==> src/rtl/axis_tx_arbiter_if.sv <==
// rtl/axis_tx_arbiter_if.sv - AXI-stream bundle shared by arbiter requesters and the TX master
interface axis_tx_arbiter_if #(
  parameter int DATA_W = 256,
  parameter int KEEP_W = 32
);
  logic              tvalid;
  logic              tready;
  logic              tlast;
  logic [DATA_W-1:0] tdata;
  logic [KEEP_W-1:0] tkeep;

  // Source side of a stream: drives the beat, receives backpressure.
  modport master (
    output tvalid,
    output tlast,
    output tdata,
    output tkeep,
    input  tready
  );

  // Sink side of a stream: receives the beat, drives backpressure.
  modport slave (
    input  tvalid,
    input  tlast,
    input  tdata,
    input  tkeep,
    output tready
  );
endinterface

==> src/rtl/axis_tx_arbiter.sv <==
// rtl/axis_tx_arbiter.sv - two-requester packet arbiter onto one Aurora TX stream
module axis_tx_arbiter #(
  parameter int DATA_W = 256,
  parameter int KEEP_W = 32
) (
  input  logic              axis_aclk,
  input  logic              axis_areset,
  axis_tx_arbiter_if.slave  s0_axis,
  axis_tx_arbiter_if.slave  s1_axis,
  axis_tx_arbiter_if.master m_axis,
  output logic [1:0]        grant,
  output logic [15:0]       pkt_cnt0,
  output logic [15:0]       pkt_cnt1
);

  typedef enum logic [1:0] {
    IDLE = 2'd0,
    GNT0 = 2'd1,
    GNT1 = 2'd2
  } state_t;

  state_t      state_q;
  state_t      state_nx;
  logic        prio_q;     // 0: s0 wins a tie, 1: s1 wins a tie
  logic [15:0] cnt0_q;
  logic [15:0] cnt1_q;
  logic        done0;      // s0's tlast beat accepted this cycle
  logic        done1;

  assign pkt_cnt0 = cnt0_q;
  assign pkt_cnt1 = cnt1_q;

  // State, tie-break pointer and packet counters; completion hands priority to the other side.
  always_ff @(posedge axis_aclk) begin
    if (axis_areset) begin
      state_q <= IDLE;
      prio_q  <= 1'b0;
      cnt0_q  <= 16'd0;
      cnt1_q  <= 16'd0;
    end else begin
      state_q <= state_nx;
      if (done0) begin
        prio_q <= 1'b1;
        cnt0_q <= cnt0_q + 16'd1;
      end
      if (done1) begin
        prio_q <= 1'b0;
        cnt1_q <= cnt1_q + 16'd1;
      end
    end
  end

  // Arbitration decision and combinational pass-through of the owner's stream.
  always_comb begin
    state_nx       = state_q;
    grant          = 2'b00;
    done0          = 1'b0;
    done1          = 1'b0;
    m_axis.tvalid  = 1'b0;
    m_axis.tlast   = 1'b0;
    m_axis.tdata   = {DATA_W{1'b0}};
    m_axis.tkeep   = {KEEP_W{1'b0}};
    s0_axis.tready = 1'b0;
    s1_axis.tready = 1'b0;
    case (state_q)
      IDLE: begin
        // The bubble cycle: master stays quiet while the next owner is chosen.
        if (s0_axis.tvalid && (!s1_axis.tvalid || !prio_q)) begin
          state_nx = GNT0;
        end else if (s1_axis.tvalid) begin
          state_nx = GNT1;
        end
      end
      GNT0: begin
        grant          = 2'b01;
        m_axis.tvalid  = s0_axis.tvalid;
        m_axis.tlast   = s0_axis.tlast;
        m_axis.tdata   = s0_axis.tdata;
        m_axis.tkeep   = s0_axis.tkeep;
        s0_axis.tready = m_axis.tready;
        done0          = s0_axis.tvalid && m_axis.tready && s0_axis.tlast;
        if (done0) begin
          state_nx = IDLE;
        end
      end
      GNT1: begin
        grant          = 2'b10;
        m_axis.tvalid  = s1_axis.tvalid;
        m_axis.tlast   = s1_axis.tlast;
        m_axis.tdata   = s1_axis.tdata;
        m_axis.tkeep   = s1_axis.tkeep;
        s1_axis.tready = m_axis.tready;
        done1          = s1_axis.tvalid && m_axis.tready && s1_axis.tlast;
        if (done1) begin
          state_nx = IDLE;
        end
      end
      default: begin
        state_nx = IDLE;
      end
    endcase
  end

endmodule
==> src/flat_wrapper.sv <==
// flat-port wrapper written by rule: the top's interface ports become plain ports
module axis_tx_arbiter_flat 
#(
  parameter int DATA_W = 256,
  parameter int KEEP_W = 32
)
  (axis_aclk, axis_areset, grant, pkt_cnt0, pkt_cnt1, s0_axis_tvalid, s0_axis_tlast, s0_axis_tdata, s0_axis_tkeep, s0_axis_tready, s1_axis_tvalid, s1_axis_tlast, s1_axis_tdata, s1_axis_tkeep, s1_axis_tready, m_axis_tvalid, m_axis_tlast, m_axis_tdata, m_axis_tkeep, m_axis_tready);
  axis_tx_arbiter_if #(.DATA_W(DATA_W), .KEEP_W(KEEP_W)) s0_axis_i ();
  axis_tx_arbiter_if #(.DATA_W(DATA_W), .KEEP_W(KEEP_W)) s1_axis_i ();
  axis_tx_arbiter_if #(.DATA_W(DATA_W), .KEEP_W(KEEP_W)) m_axis_i ();
  input  logic axis_aclk;
  input  logic axis_areset;
  output logic [1:0] grant;
  output logic [15:0] pkt_cnt0;
  output logic [15:0] pkt_cnt1;
  input wire logic [$bits(s0_axis_i.tvalid)-1:0] s0_axis_tvalid;
  input wire logic [$bits(s0_axis_i.tlast)-1:0] s0_axis_tlast;
  input wire logic [$bits(s0_axis_i.tdata)-1:0] s0_axis_tdata;
  input wire logic [$bits(s0_axis_i.tkeep)-1:0] s0_axis_tkeep;
  output wire logic [$bits(s0_axis_i.tready)-1:0] s0_axis_tready;
  input wire logic [$bits(s1_axis_i.tvalid)-1:0] s1_axis_tvalid;
  input wire logic [$bits(s1_axis_i.tlast)-1:0] s1_axis_tlast;
  input wire logic [$bits(s1_axis_i.tdata)-1:0] s1_axis_tdata;
  input wire logic [$bits(s1_axis_i.tkeep)-1:0] s1_axis_tkeep;
  output wire logic [$bits(s1_axis_i.tready)-1:0] s1_axis_tready;
  output wire logic [$bits(m_axis_i.tvalid)-1:0] m_axis_tvalid;
  output wire logic [$bits(m_axis_i.tlast)-1:0] m_axis_tlast;
  output wire logic [$bits(m_axis_i.tdata)-1:0] m_axis_tdata;
  output wire logic [$bits(m_axis_i.tkeep)-1:0] m_axis_tkeep;
  input wire logic [$bits(m_axis_i.tready)-1:0] m_axis_tready;
  assign s0_axis_i.tvalid = s0_axis_tvalid;
  assign s0_axis_i.tlast = s0_axis_tlast;
  assign s0_axis_i.tdata = s0_axis_tdata;
  assign s0_axis_i.tkeep = s0_axis_tkeep;
  assign s0_axis_tready = s0_axis_i.tready;
  assign s1_axis_i.tvalid = s1_axis_tvalid;
  assign s1_axis_i.tlast = s1_axis_tlast;
  assign s1_axis_i.tdata = s1_axis_tdata;
  assign s1_axis_i.tkeep = s1_axis_tkeep;
  assign s1_axis_tready = s1_axis_i.tready;
  assign m_axis_tvalid = m_axis_i.tvalid;
  assign m_axis_tlast = m_axis_i.tlast;
  assign m_axis_tdata = m_axis_i.tdata;
  assign m_axis_tkeep = m_axis_i.tkeep;
  assign m_axis_i.tready = m_axis_tready;
  axis_tx_arbiter #(.DATA_W(DATA_W), .KEEP_W(KEEP_W)) u_core (.axis_aclk(axis_aclk), .axis_areset(axis_areset), .s0_axis(s0_axis_i), .s1_axis(s1_axis_i), .m_axis(m_axis_i), .grant(grant), .pkt_cnt0(pkt_cnt0), .pkt_cnt1(pkt_cnt1));
endmodule
==> config.mk <==
export PLATFORM = sky130hd
export DESIGN_NAME = axis_tx_arbiter_flat
export DESIGN_NICKNAME = d
export VERILOG_FILES = /design/src/rtl/axis_tx_arbiter_if.sv /design/src/rtl/axis_tx_arbiter.sv /design/src/flat_wrapper.sv
export SDC_FILE = /design/constraint.sdc
export NUM_CORES = 1
export LEC_CHECK = 0
export ABC_AREA = 1
export BUFFER_PORTS_ARGS = -buffer_cell sky130_fd_sc_hd__buf_4
export CORE_AREA = 2 2 354 356
export CTS_CLUSTER_DIAMETER = 30
export DETAILED_ROUTE_END_ITERATION = 7
export DIE_AREA = 0 0 356 358
export RECOVER_POWER = 50
export SYNTH_ARGS = -nofsm -noshare
export SYNTH_HDL_FRONTEND = slang
export SYNTH_SLANG_ARGS = --single-unit
==> constraint.sdc <==
create_clock -name axis_aclk -period 2.58 [get_ports axis_aclk]
set_input_delay 0.516 -clock axis_aclk [delete_from_list [all_inputs] [get_ports axis_aclk]]
set_output_delay 0.516 -clock axis_aclk [all_outputs]
set_load 0.02 [all_outputs]
Word level (Yosys, flattened, before mapping). Cells that the tools add are included. Widths: inputs -> output; s select.

Add/subtract/negate cells: 2. Reduce and logical (&&, ||, !) cells: 11. Equality and inequality tests: 5. Muxes and demuxes: 14.

Operators with widths (count): $pmux 256 s2 (1); $pmux 32 s2 (1); $add 16x1->16 const B (2); $mux 2 (4); $pmux 2 s3 (1); $logic_and 1x1->1 (5); $mux 1 (4); $ne 2x1->1 const B (2); $pmux 1 s2 (2); $pmux 2 s2 (1); $ne 3x2->1 const B (1); $reduce_and 3->1 (1); $eq 2x1->1 const B (1); $eq 2x2->1 const B (1); $logic_not 1->1 (2); $logic_not 2->1 (1); $reduce_or 2->1 (1); $logic_or 1x1->1 (1).

Input bits: 583. Logic and storage cells: 36. Output and inout port bits: 326. Register bits: 35.

Depth between registers and ports, before layout.
Depth after elaboration: 5. Gate-level depth with buffers: 10. Gate-level depth less buffers: 10.

Least setup slack after synthesis. No wires, ideal clock.

Path kind: register to output. Start: reg u_core.state_q[0]. End: out m_axis_tdata[55]. Buffers on the path: 3. Path slack: 318 ps. Data arrival time: 1746 ps. Cell stages (with the launch flop): 8. Data required time: 2064 ps. Path through: dfxtp_1 inv_1 ha_1 buf_2 buf_2 buf_2 nand2_1 a21oi_1.

Longest elaborated chain between the ends: 2. Elaborated cells between the ends (all ways): 3. Those cells by class: 2 x eq/ne; 1 x mux.

RTL lines: start, declared (RTL line axis_tx_arbiter.sv:22) `state_t state_q;`; start signal, assigned (RTL line axis_tx_arbiter.sv:41) `state_q <= state_nx;`; $eq 2x2->1 / $eq 2x1->1 (equally long branches) (RTL line axis_tx_arbiter.sv:65) `case (state_q)`; $pmux 256 s2 * (RTL line axis_tx_arbiter.sv:65); end, declared (RTL line flat_wrapper.sv:28) `output wire logic [$bits(m_axis_i.tdata)-1:0] m_axis_tdata;`.

Mark *: on every way between the ends. The rest lies on a longest branch, timed or not.

Final worst setup path.
Start: reg u_core.state_q[1]. End: out m_axis_tdata[169].

The elaborated chain is that of the path after synthesis.

==> out/metrics.yaml <==
timing:
  slew_violations: 0
  fmax_mhz: 391
  skew_ns: 0.00505
  worst_pin_slew_ns: 0.778
  period_share_pct: 99.1
  setup_viol: 0
  fin_crit_ns: 2.56
  slew_headroom_pct: 48.0
  tns_ns: 0
  rsz0062_at_grt: "yes"
  hold_viol_final: 0
placed_design:
  portBuffers: 908
  hpwl_mm: 94.8
  gp_congestion: 0.965
  place_area_mm2: 0.0150
global_routing:
  grt-ovfl-total: 0
  grt_usage_pct: 15.8
  grt_max_degree: 53
  grt_pass1_wl_mm: 130
  antenna_found_initial: 46
  grt_pass1_vias: 12300
drt:
  drcViolationCount: 0
  vias: 12800
  drt-initial-drc-count: 1050
  ant_nets: 0
  wirelength_mm: 109
  wire_per_inst_um: 28.7
  avgViaCountPerCell: 3.36
  dr.pass1.iters: 7
critical_path:
  regToRegSetupSlack_ns: 0.37
  critPathBufInv: 5
  r2r_cells: 12
  crit_family: "buffers and inverters"
  crit_type: "flop to output port"
  crit_start: "u_core.state_q[1]"
  r2r-end: "u_core.pkt_cnt0[8]"
  slowest_stage: "dfxtp_4"
  rr_startpoint: "u_core.state_q[1]"
  setup.worst_path.end: "m_axis_tdata[169]"
  crit_chain: "inv_2, buf_4, ha_4, inv_16, buf_16, a21oi_1, buf_4"
  arrival_ns: 2.04
  endpoint_kind: "output port"
  cp_common_cell: "buf_4"
  cp_num_cells: 7
  worstPathRequired_ns: 2.06
  cp_max_fo: 24
  cp_slowest_stage_delay_ns: 0.37
  cp-start-kind: "flop"
die:
  start_util_pct: 4.79
  ioPinCount: 909
  fp.dieW_um: 356
  die_h_um: 358
  die-area_mm2: 0.127
  num_rows: 129
  core_mm2: 0.123
hold_path:
  hold_class: "flop to flop"
yosys:
  syn_nets: 1844
  netlist.area_leader.share_pct: 41.1
  seq_area_frac_synth_pct: 11.9
  synth_top_area_cell: "nand2_1"
  syn_avg_cell_area_um2: 4.71
  yosysWarnings: 0
  synth_area_mm2: 0.00590
  ys_types: 24
  netlist_top_cells_area: "nand2_1, a21oi_1, dfxtp_1"
  syn_inst: 1254
  ys_seq_elements: 35
power:
  p_leak_nw: 6.85
  p_per_area_mw_per_mm2: 1050
  ir_worst_vdd_mv: 0.478
status:
  status: "finished clean"
cells_and_area:
  final_common_cell: "buf_4"
  final_nets: 2751
  syn2layout_area_growth_pct: 180
  drive_above_1_share_pct: 51.7
  design_area_mm2: 0.0165
  final_cell_mix: "buf_4, nand2_1, a21oi_1, a21oi_2, nor2_1"
job:
  cap_violations: 0
clock_network:
  cts_made_buffers: 5
  root_buffer: "clkbuf_16"
  insertion_delay_ns: 0.28
  hold_buffers: 0
  cts_tree: "yes"
  cts_buffer_depth: 2
  path_clk_slew_ns: 0.05
  clock-sinks: 35
  htree_levels: 2
## registers in the layout, summed over array words and instances, names as in the netlist
register         cells
u_core.pkt_cnt0     16
u_core.pkt_cnt1     16
u_core.state_q       2
u_core.prio_q        1
## worst min path at each step
stage                         from                   to  slack, ns  cells past startpoint
2_1_floorplan        u_core.prio_q        u_core.prio_q       0.47                      2
3_3_place_gp    u_core.pkt_cnt1[6]   u_core.pkt_cnt1[6]       0.49                      1
3_5_place_dp    u_core.pkt_cnt1[6]   u_core.pkt_cnt1[6]       0.50                      1
4_1_cts         u_core.pkt_cnt1[6]   u_core.pkt_cnt1[6]       0.51                      1
5_1_grt         u_core.pkt_cnt1[6]   u_core.pkt_cnt1[6]       0.53                      1
6_report       u_core.pkt_cnt1[15]  u_core.pkt_cnt1[15]       0.51                      2
## report_power, final
part / switching (W) / total, W / internal (W)
Combinational: 0.0104 / 0.0161 / 0.00568
Clock: 0.000222 / 0.000634 / 0.000411
Sequential: 0.0000243 / 0.000591 / 0.000567
## cell usage after synthesis (all sizes together)
| cell | n |
|---|---|
| xor2 | 1 |
| nand3 | 18 |
| ha | 7 |
| clkbuf | 53 |
| o21ai | 14 |
| and3 | 1 |
| nand4 | 8 |
| nand2 | 649 |
| inv | 39 |
| nand3b | 1 |
| o21bai | 1 |
| dfxtp | 35 |
| xnor2 | 1 |
| nor2 | 59 |
| buf | 47 |
| nor3b | 3 |
| a21oi | 308 |
| nor3 | 9 |
## stage by stage
step / hold WS (ns) / total power [W] / std cells / utilization, % / setup slack (ns)
after global routing: 0.532 / 0.0185 / 3805 / 13.4 / -0.0140
after detailed placement: 0.500 / 0.0141 / 3760 / 12.2 / -0.249
after floorplan: 0.475 / 0.00641 / 1254 / - / 0.318
after global placement: 0.493 / 0.0142 / 3760 / 12.2 / -0.277
after CTS: 0.513 / 0.0171 / 3792 / 13.2 / -0.0578
final: 0.511 / 0.0173 / 3806 / 13.4 / 0.0221
## routing by layer
layer  routed length, um  GRT usage (%)  up-vias  share of wire [%]
met5                 187              0        -               0.17
met4                2470           3.08       30                2.3
met3               15100           9.30      122                 14
met2               49900           25.4      687                 46
met1               41500           17.9     6091                 38
li1                    -              -     5852                  -
## layout make-up
type / count / area, um^2
antenna: 7 / 17.5
clock buffer: 8 / 156
fill: 14500 / 107000
inverter: 39 / 163
multi-input combinational: 1080 / 5240
sequential: 35 / 704
tap: 1637 / 2050
timing repair buffer: 999 / 8160
timing repair inverter: 1 / 8.76
## kinds of logic (layout without fill, tap and decap cells)
logic type	count (synthesis)	count (layout)	share of synthesized area [%]
and+or+nand+nor	748	748	49.2
AOI/OAI and AO/OA	323	323	27.4
buffers and inverters	139	1047	9.69
DFF	35	35	11.9
adders and majority gates	7	7	1.48
xor gates and xnor gates	2	2	0.297
other	0	7	0
## worst reg2reg max path, stage by stage, from the launching register on
cell     delay [ns]
dfxtp_4        0.36
inv_2          0.07
buf_4          0.13
ha_4           0.19
buf_4          0.13
buf_8          0.21
nand2_1        0.15
nor2_2         0.19
inv_1          0.10
nor2_1         0.22
nand2_1        0.11
o21ai_0        0.17
nor2_1         0.06
## what timing repair did
action	4_1_cts	5_1_grt
setup endpoints to repair	189	140
resized for setup	156	66
setup buffers	12	5
pin swaps	10	8
cloned	12	4
Note: power is estimated with default switching activity, not from simulation.
